[config.mk]
export PLATFORM = sky130hd
export DESIGN_NAME = anubis_tau_stream
export DESIGN_NICKNAME = d
export VERILOG_FILES = /design/src/rtl/anubis_pkg.sv /design/src/rtl/anubis_tau_bank.sv /design/src/rtl/anubis_tau_stream.sv
export SDC_FILE = /design/constraint.sdc
export NUM_CORES = 1
export LEC_CHECK = 0
export BUFFER_PORTS_ARGS = -buffer_cell sky130_fd_sc_hd__buf_4
export CAP_MARGIN = 20
export CORE_MARGIN = 2
export CORE_UTILIZATION = 50
export CTS_CLUSTER_SIZE = 10
export DETAILED_ROUTE_END_ITERATION = 10
export PLACE_DENSITY_LB_ADDON = 0.1
export SKIP_CTS_REPAIR_TIMING = 1
export SLEW_MARGIN = 20
export SYNTH_ARGS = -nofsm -noshare
export SYNTH_HDL_FRONTEND = slang
export SYNTH_SLANG_ARGS = --single-unit
[constraint.sdc]
create_clock -name clk -period 4.6 [get_ports clk]
set_clock_uncertainty 0.2 [all_clocks]
set_input_delay 0 -clock clk [delete_from_list [all_inputs] [get_ports clk]]
set_output_delay 0 -clock clk [all_outputs]
set_load 0.05 [all_outputs]
[src/rtl/anubis_pkg.sv]
// Shared ANUBIS geometry and the tau byte permutation used by both tau stages.
// Pure declarations: no logic, no latency.
package anubis_pkg;

  localparam int ANUBIS_STATE_BYTES = 16;
  localparam int ANUBIS_DIM         = 4;
  localparam int ANUBIS_IDX_W       = 4;

  localparam logic [ANUBIS_IDX_W-1:0] ANUBIS_LAST_IDX = 4'd15;

  // Output byte 4r+c is taken from input byte 4c+r.
  function automatic logic [ANUBIS_IDX_W-1:0] anubis_tau_idx(input logic [ANUBIS_IDX_W-1:0] j);
    return {j[1:0], j[3:2]};
  endfunction

endpackage

[src/rtl/anubis_tau_bank.sv]
// One 16x8 state bank: synchronous write, combinational read.
// Contents clear on asynchronous reset only; no flow control of its own.
module anubis_tau_bank
  import anubis_pkg::*;
(
  input  logic                    clk,
  input  logic                    reset_n,
  input  logic                    we,
  input  logic [ANUBIS_IDX_W-1:0] waddr,
  input  logic [7:0]              wdata,
  input  logic [ANUBIS_IDX_W-1:0] raddr,
  output logic [7:0]              rdata
);

  logic [7:0] mem [ANUBIS_STATE_BYTES];

  always_ff @(posedge clk or negedge reset_n) begin
    if (!reset_n) begin
      for (int i = 0; i < ANUBIS_STATE_BYTES; i++) mem[i] <= 8'h00;
    end else if (we) begin
      mem[waddr] <= wdata;
    end
  end

  assign rdata = mem[raddr];

endmodule

[src/rtl/anubis_tau_stream.sv]
// Byte-serial tau transposition with ping-pong banks; output starts the cycle after the 16th byte lands.
// Sustains one byte/clock each side; in_ready drops only when both banks hold undrained blocks.
module anubis_tau_stream
  import anubis_pkg::*;
(
  input  logic       clk,
  input  logic       reset_n,
  input  logic       clr,
  input  logic [7:0] in_data,
  input  logic       in_valid,
  output logic       in_ready,
  output logic [7:0] out_data,
  output logic       out_valid,
  input  logic       out_ready,
  output logic       out_last
);

  logic                    wr_bank;
  logic                    rd_bank;
  logic [ANUBIS_IDX_W-1:0] wr_idx;
  logic [ANUBIS_IDX_W-1:0] rd_idx;
  logic [1:0]              full;
  logic [1:0]              full_nxt;

  logic                    wr_fire;
  logic                    rd_fire;
  logic                    wr_done;
  logic                    rd_done;
  logic [ANUBIS_IDX_W-1:0] rd_addr;
  logic [7:0]              bank_rdata [2];

  assign in_ready  = ~full[wr_bank];
  assign out_valid = full[rd_bank];
  assign out_last  = out_valid & (rd_idx == ANUBIS_LAST_IDX);
  assign out_data  = bank_rdata[rd_bank];

  assign wr_fire = in_valid & in_ready;
  assign rd_fire = out_valid & out_ready;
  assign wr_done = wr_fire & (wr_idx == ANUBIS_LAST_IDX);
  assign rd_done = rd_fire & (rd_idx == ANUBIS_LAST_IDX);
  assign rd_addr = anubis_tau_idx(rd_idx);

  // A filling bank is never full and a draining bank always is, so the
  // set and clear below can never land on the same bit.
  always_comb begin
    full_nxt = full;
    if (wr_done) full_nxt[wr_bank] = 1'b1;
    if (rd_done) full_nxt[rd_bank] = 1'b0;
  end

  always_ff @(posedge clk or negedge reset_n) begin
    if (!reset_n) begin
      wr_bank <= 1'b0;
      rd_bank <= 1'b0;
      wr_idx  <= '0;
      rd_idx  <= '0;
      full    <= 2'b00;
    end else if (clr) begin
      wr_bank <= 1'b0;
      rd_bank <= 1'b0;
      wr_idx  <= '0;
      rd_idx  <= '0;
      full    <= 2'b00;
    end else begin
      full <= full_nxt;
      if (wr_fire) begin
        wr_idx <= wr_idx + 4'd1;
        if (wr_done) wr_bank <= ~wr_bank;
      end
      if (rd_fire) begin
        rd_idx <= rd_idx + 4'd1;
        if (rd_done) rd_bank <= ~rd_bank;
      end
    end
  end

  for (genvar b = 0; b < 2; b++) begin : g_bank
    anubis_tau_bank u_bank (
      .clk     (clk),
      .reset_n (reset_n),
      .we      (wr_fire & ~clr & (wr_bank == 1'(b))),
      .waddr   (wr_idx),
      .wdata   (in_data),
      .raddr   (rd_addr),
      .rdata   (bank_rdata[b])
    );
  end

  a_no_bank_collision: assert property (@(posedge clk) disable iff (!reset_n)
    !(wr_fire && out_valid && (wr_bank == rd_bank)));

endmodule

After elaboration in Yosys (flattened, before gate mapping). Index checks and enable logic that the tools add are counted.

Flip-flop bits (word level): 268. Bits of input ports: 13. Output and inout port bits: 11. Word-level logic and storage cells: 110.

Add/subtract/negate cells: 2. Order comparisons: 8. Equal/unequal tests: 2. Multiplexer cells: 34. Bitwise gates (word level): 18. Reductions and logical operators: 9.

Operators with widths (number): $bwmux 128 (2); $bmux 8 s4 (2); $mux 8 (8); $demux 8 s4 (1); $mux 4 (4); $mux 1 (12); $ge 5x5->1 const B (2); $not 4->5 (2); $add 4x1->4 const B (2); $and 1x1->1 (8); $eq 4x4->1 const B (2); $reduce_bool 2->1 (4); $mux 2 (3); $lt 5x1->1 const B (1); $lt 1x2->1 const B (2); $not 1->1 (4); $reduce_and 2->1 (2); $logic_and 1x1->1 (3); $and 2x2->2 (1); $demux 1 s1 (2); $ge 1x1->1 const B (2); $ge 2x2->1 const B (1); $not 1->2 (1); $not 2->2 (1); $or 2x2->2 (1).

Logic depth before layout (Yosys ltp). Gate-level depths: netlist of the first run.

Word-level depth: 9. Gate-level depth with buffers: 6. Gate-level depth less buffers: 5.

Cells and area by module. Synthesis of the first run repeated with hierarchy kept, for this count alone.

Cell total of the unflattened synthesis: 809. Area total of the unflattened synthesis: 12590.8 sq um.

By module, submodules not included: anubis_tau_bank (instances 2, cells each 365, area each 5915.7 sq um); anubis_tau_stream (instances 1, cells each 79, area each 759.5 sq um).

Worst setup path after synthesis of the first run. OpenSTA, ideal clock, no wires.

Kind: register to output. From: register rd_idx[0]. To: output port out_data[0]. Arrival: 2.214 ns. Setup slack: 2.186 ns. Cell stages (with the launch flop): 6. Path buffers: 2. Path through: dfrtp_1 clkbuf_1 buf_1 mux4_2 mux4_2 mux2_2.

Longest elaborated chain between the ends: 7. Elaborated cells between the ends (all ways): 10. Those cells by class: mux: 9; bitwise: 1.

Ends and longest elaborated chain: start: declaration (RTL line anubis_tau_stream.sv:21) `logic [ANUBIS_IDX_W-1:0] rd_idx;`; start signal: assignment (RTL line anubis_tau_stream.sv:71) `rd_idx <= rd_idx + 4'd1;`; $not 4->5 (implied by the code) * (RTL line anubis_tau_bank.sv:25) `assign rdata = mem[raddr];`; $bmux 8 s4 (RTL line anubis_tau_bank.sv:25); $mux 8 (implied by the code) (2 in a row) (RTL line anubis_tau_bank.sv:25); $mux 8 (implied by the code) * (3 in a row) (RTL line anubis_tau_stream.sv:35) `assign out_data = bank_rdata[rd_bank];`; end: declaration (RTL line anubis_tau_stream.sv:12) `output logic [7:0] out_data,`.

Mark *: on every way between the ends. The rest lies on a longest branch, timed or not. The select of a mux whose other input is x is not followed.

Worst setup path after layout of the first run.
From: register rd_idx[0]. To: output port out_data[2].

The elaborated chain is that of the path after synthesis.

==> results of run 1 <==
## power by group through the flow
stage / clock, mW / sequential [mW] / combinational, mW
2_1_floorplan: 0 / 2.53 / 0.291
3_3_place_gp: 0 / 2.55 / 0.445
3_5_place_dp: 0 / 2.55 / 0.459
4_1_cts: 2.15 / 2.51 / 0.461
5_1_grt: 2.26 / 2.52 / 0.502
6_report: 2.10 / 2.52 / 0.469
## kinds of logic (layout without fill, tap and decap cells)
kind of cell / Yosys count / in the layout
compound gates: 5 / 5
xor+xnor: 8 / 8
fa+ha+maj: 5 / 5
buf+inv: 64 / 89
flops: 268 / 268
mux: 346 / 346
simple gates: 76 / 76
## critical path, delay by kind of cell, from the launching register on
family / cells / cell delay (ps)
multiplexers: 3 / 1190
buffers and inverters: 2 / 650
flip-flops: 1 / 930
## how the worst max path moves through the flow
stage                                      from     endpoint  slack (ps)  cells past startpoint
after floorplan           rd_idx[0]$_DFFE_PN0P_  out_data[0]        2190                      5
after global placement    rd_idx[3]$_DFFE_PN0P_  out_data[2]        1570                      5
after detailed placement  rd_idx[3]$_DFFE_PN0P_  out_data[2]        1540                      5
after CTS                 rd_idx[3]$_DFFE_PN0P_  out_data[2]         960                      5
after global routing      rd_idx[3]$_DFFE_PN0P_  out_data[2]         880                      5
final                     rd_idx[0]$_DFFE_PN0P_  out_data[2]        1040                      5
## stage by stage
| stage | cell area, um^2 | hold slack (ps) | total power [mW] | utilization | cells |
|---|---|---|---|---|---|
| 2_1_floorplan | 12400 | -496 | 2.82 | - | 772 |
| 3_3_place_gp | 12700 | -109 | 3.00 | 0.524 | 1065 |
| 3_5_place_dp | 12700 | -86.6 | 3.01 | 0.524 | 1065 |
| 4_1_cts | 13600 | -671 | 5.12 | 0.558 | 1106 |
| 5_1_grt | 13700 | 118 | 5.28 | 0.565 | 1121 |
| 6_report | 13700 | 104 | 5.08 | 0.565 | 1121 |
## synthesized netlist by cell type (4+ instances only)
master	instances	share of area
and2_1	8	0.0041
and3_1	4	0.0020
buf_1	4	0.0012
buf_2	7	0.0028
buf_6	5	0.0046
clkbuf_1	45	0.014
dfrtp_1	268	0.54
ha_1	5	0.0051
mux2_1	19	0.017
mux2_2	246	0.22
mux4_2	80	0.15
nand2_1	31	0.0094
nand3_1	8	0.0032
nor2_1	10	0.0030
nor2b_1	4	0.0020
xor2_1	6	0.0043
## registers in the layout (all words and copies together), names as in the netlist
name / count
rd_bank: 1
full: 2
wr_bank: 1
g_bank.u_bank.mem: 256
rd_idx: 4
wr_idx: 4
## final cells by class
type                    instances  area, um^2  share of cell area
clock buffers                  39         816              0.0593
clock inverters                 2        13.8             0.00100
inverters                       3        11.3            0.000819
multi-input cells             440        5360               0.390
flip-flops and latches        268        6710               0.488
well taps                     324         405              0.0295
repair buffers                 45         425              0.0309
## routing by layer
layer  global-route usage  share of wire  vias up
met5                    0              0        -
met4               0.0434          0.017        0
met3               0.0293          0.040       34
met2                0.369           0.48      155
met1                0.363           0.47     3767
li1                     -              -     2901
## cells in the final DEF (no fill, tap or decap), drive strengths merged, types with 5 or more instances in the layout
| master | n |
|---|---|
| xor2 | 6 |
| ha | 5 |
| nand2 | 31 |
| buf | 31 |
| clkbuf | 39 |
| and2 | 8 |
| mux4 | 80 |
| mux2 | 265 |
| nand3 | 8 |
| nor2 | 10 |
| dfrtp | 268 |
| dlygate4sd3 | 14 |
==> flow_metrics.py, run 1 <==
metrics = {
    "critical_path": {
        "cpMaxStageDelayCell": "dfrtp_2",
        "worstRegToRegCells": 4,
        "crit_required_ps": 4400,
        "r2r-start": "wr_idx[2]$_DFFE_PN0P_",
        "worstPathCellList": "buf_4, mux4_2, mux4_2, mux2_2, buf_4",
        "critPathMaxStageDelay_ps": 930,
        "cp.arrival_ps": 3360,
        "start_kind": "register",
        "end_kind": "output pin",
        "rr_endpoint": "g_bank[1].u_bank.mem[6]$_DFFE_PN0P_",
        "crit_fanout": 34,
        "crit_type": "register to output pin",
        "r2r_setup_slack_ps": 1910,
    },
    "routing": {
        "firstDrtPassIters": 6,
        "viasPerCell": 6.12,
        "drt_iter0_markers": 493,
        "route.vias.total": 6857,
        "antenna_left": 0,
        "post_drt_wl_per_cell_um": 26.4,
        "wirelength_mm": 29.6,
        "drc_errors": 0,
    },
    "clock_network": {
        "clk_latency_ps": 540,
        "clkSlewWorstSetupHoldPaths_ps": 60,
        "cts_made_buffers": 31,
        "cts_tree": "built",
        "clockBufferDepth": 3,
        "cts.sinks": 268,
        "cts_root_buf": "clkbuf_16",
        "htree_levels": 1,
    },
    "power": {
        "ir_drop_uv": 316,
        "power.leakage_nw": 6.49,
        "power_density_nw_per_um2": 370,
        "p_clk_frac": 0.413,
        "p_sw_frac": 0.237,
        "switchingPower_mw": 1.20,
        "seqPwrFrac": 0.495,
        "internal_power_mw": 3.88,
        "comb_power_share": 0.092,
    },
    "global_route": {
        "overflow": 0,
        "antenna_found_initial": 1,
        "grt_start_max_net_pins": 104,
        "grt_pass1_wl_mm": 45.8,
        "first_global_vias": 7195,
        "grt_use_total": 0.236,
    },
    "yosys": {
        "synth_top_family_by_area": "multiplexers",
        "synth-seq-cells": 268,
        "synthXorXnorAreaFrac": 0.00567,
        "synth_compound_area_frac": 0.00284,
        "yosysSeqAreaShare": 0.543,
        "async_flop_share": 1.00,
        "synthesis.area_um2": 12400,
        "synth.area.mux_share": 0.389,
        "synth-edff-count": 0,
        "ys_types": 32,
        "ys.flop_type": "dfrtp_1",
        "synthSimpleGateAreaFrac": 0.0314,
        "ys_warn_count": 0,
        "syn_inst": 772,
        "synth_fa_ha_area_frac": 0.00506,
        "synthesis.nets": 790,
        "syn_area_per_cell_um2": 16.0,
    },
    "timing": {
        "setup-violations-final": 0,
        "setup_ws_ps": 1040,
        "setup_tns_ps": 0,
        "max_freq_ghz": 0.281,
        "slew_violations": 0,
        "rsz0062_at_grt": "no",
        "finalCritPeriodShare": 0.774,
        "maxSlewHeadroom": 0.223,
        "hold_viol_final": 0,
        "max_slew.worst_pin.slew_ps": 1170,
        "period_needed_ps": 3560,
    },
    "die": {
        "start_util": 0.508,
        "core_um2": 24300,
        "ios": 24,
        "die_width_um": 161,
        "die_area_um2": 26000,
        "num_rows": 57,
        "die_h_um": 161,
    },
    "hold_path": {
        "hold_depth": 3,
        "min-delay-start": "clr",
        "hp-class": "input pin to register",
        "min_to": "wr_idx[1]$_DFFE_PN0P_",
    },
    "place": {
        "numPortBuffers": 23,
        "dp_slack_ps": 1540,
        "place_congestion": 0.792,
        "dp_hpwl_mm": 18.4,
    },
    "finish": {
        "antenna_cells": 0,
        "layout.nets": 807,
        "fillerInstances": 1883,
        "drive_gt1_frac": 0.497,
        "area_growth_pct": 11.2,
    },
    "run_status": {
        "status": "completed",
    },
    "run": {
        "maxCapViolations": 0,
    },
}
Power figures use the tool's default switching activity.
==> run 2: changes to the inputs <==
Clock period 4.6 ns to 3.15 ns, I/O delays scaled along.
==> flow_metrics.py, run 2 (synthesized netlist as in run 1, its figures left out) <==
metrics = {
    "critical_path": {
        "end_kind": "output pin",
        "critPathTopFamily": "multiplexers",
        "start_kind": "register",
        "cpMaxStageDelayCell": "mux4_2",
        "r2r-start": "wr_bank$_DFFE_PN0P_",
        "crit_fanout": 16,
        "worstRegToRegCells": 4,
        "crit_required_ps": 2950,
        "r2r_setup_slack_ps": 570,
        "crit_type": "register to output pin",
        "critPathMaxStageDelay_ps": 520,
        "cp.arrival_ps": 2880,
        "critPathBufInv": 3,
        "rr_endpoint": "g_bank[1].u_bank.mem[3]$_DFFE_PN0P_",
        "startpoint": "rd_idx[3]$_DFFE_PN0P_",
        "worstPathCellList": "buf_12, buf_4, mux4_2, mux4_2, mux2_2, buf_4",
    },
    "routing": {
        "drc_errors": 0,
        "antenna_left": 0,
        "viasPerCell": 5.97,
        "drt_iter0_markers": 374,
        "route.vias.total": 6822,
        "post_drt_wl_per_cell_um": 25.2,
        "wirelength_mm": 28.8,
        "firstDrtPassIters": 4,
    },
    "clock_network": {
        "cts_tree": "built",
        "htree_levels": 1,
        "clk_latency_ps": 540,
        "clockBufferDepth": 3,
        "cts_made_buffers": 31,
        "cts_root_buf": "clkbuf_16",
        "cts.sinks": 268,
        "clkSlewWorstSetupHoldPaths_ps": 60,
    },
    "hold_path": {
        "min_to": "rd_idx[1]$_DFFE_PN0P_",
        "min-delay-start": "clr",
        "hp-class": "input pin to register",
        "hold_depth": 3,
    },
    "global_route": {
        "overflow": 0,
        "first_global_vias": 7216,
        "antenna_found_initial": 0,
        "grt_pass1_wl_mm": 44.5,
        "grt_start_max_net_pins": 100,
        "grt_use_total": 0.228,
    },
    "finish": {
        "regMostFlops": "g_bank.u_bank.mem",
        "finalInstanceArea_um2": 14000,
        "largest_register_ffs": 256,
        "drive_gt1_frac": 0.509,
        "final_util": 0.577,
        "mostFrequentLayoutCell": "dfrtp_1",
        "final_cells": 1143,
        "antenna_cells": 0,
        "fillerInstances": 1876,
        "layout.nets": 829,
        "reg_top3": "g_bank.u_bank.mem: 256 flops, rd_idx: 4 flops, wr_idx: 4 flops",
        "area_growth_pct": 13.5,
        "mostFrequentLayoutCells": "dfrtp_1, mux2_2, mux4_2",
    },
    "run": {
        "maxCapViolations": 0,
    },
    "place": {
        "dp_hpwl_mm": 17.6,
        "place_congestion": 0.760,
        "numPortBuffers": 23,
        "dp.cells": 1075,
        "dpl-instance-area_um2": 12900,
    },
    "timing": {
        "max_slew.worst_pin.slew_ps": 709,
        "hold_viol_final": 0,
        "finalCritPeriodShare": 0.977,
        "max_freq_ghz": 0.325,
        "slew_violations": 0,
        "maxSlewHeadroom": 0.527,
        "rsz0062_at_grt": "yes",
        "setup-violations-final": 0,
        "period_needed_ps": 3080,
    },
    "power": {
        "p_total_mw": 7.39,
        "ir_drop_uv": 377,
        "switchingPower_mw": 1.72,
        "comb_power_share": 0.089,
        "p_sw_frac": 0.233,
        "power_density_nw_per_um2": 527,
        "seqPwrFrac": 0.496,
        "power.leakage_nw": 6.63,
        "p_clk_frac": 0.415,
        "internal_power_mw": 5.67,
    },
    "die": {
        "ios": 24,
        "die_h_um": 161,
        "die_area_um2": 26000,
        "num_rows": 57,
        "die_width_um": 161,
        "core_um2": 24300,
        "start_util": 0.508,
    },
    "run_status": {
        "status": "completed",
    },
}
==> run 2: through the flow <==
step	hold WS, ps	setup TNS [ps]	setup WS [ps]
floorplan	-496	0	736
global placement	-211	0	452
detailed placement	-196	0	430
CTS	-765	-927	-142
global route	112	-11.4	-11.4
finish	96.0	0	72.1
==> run 2: layer usage <==
layer | routed length [um] | global-route usage | vias up | share of wire
met5 | 0 | 0 | - | 0
met4 | 473 | 0.0491 | 0 | 0.016
met3 | 1470 | 0.0298 | 29 | 0.051
met2 | 13700 | 0.358 | 147 | 0.48
met1 | 13100 | 0.344 | 3712 | 0.45
li1 | - | - | 2934 | -
==> run 2: worst register-to-register path, cell delays in order, from the launching register on <==
cell     delay (ps)
dfrtp_1         520
mux2i_4         400
nand3_1         100
or4b_1          790
mux2_1          430
==> run 2: power groups by stage <==
stage          Sequential, mW  Combinational, mW  Clock (mW)
2_1_floorplan            3.69              0.425           0
3_3_place_gp             3.71              0.624           0
3_5_place_dp             3.72              0.640           0
4_1_cts                  3.66              0.646        3.14
5_1_grt                  3.68              0.712        3.30
6_report                 3.67              0.658        3.07
==> run 2: how the worst max path moves through the flow <==
stage                   to  slack (ps)  depth (start not counted)
2_1_floorplan  out_data[0]         740                          5
3_3_place_gp   out_data[1]         450                          5
3_5_place_dp   out_data[4]         430                          5
4_1_cts        out_data[4]        -140                          5
5_1_grt        out_data[1]         -10                          6
6_report       out_data[2]          70                          6
==> run 2: cell type report <==
class	count	area, um^2	share of cell area
Clock buffer	40	820	0.0584
Clock inverter	1	5.00	0.000357
Inverter	3	11.3	0.000803
Multi-Input combinational cell	440	5360	0.382
Sequential cell	268	6710	0.478
Tap cell	324	405	0.0289
Timing Repair Buffer	67	711	0.0507
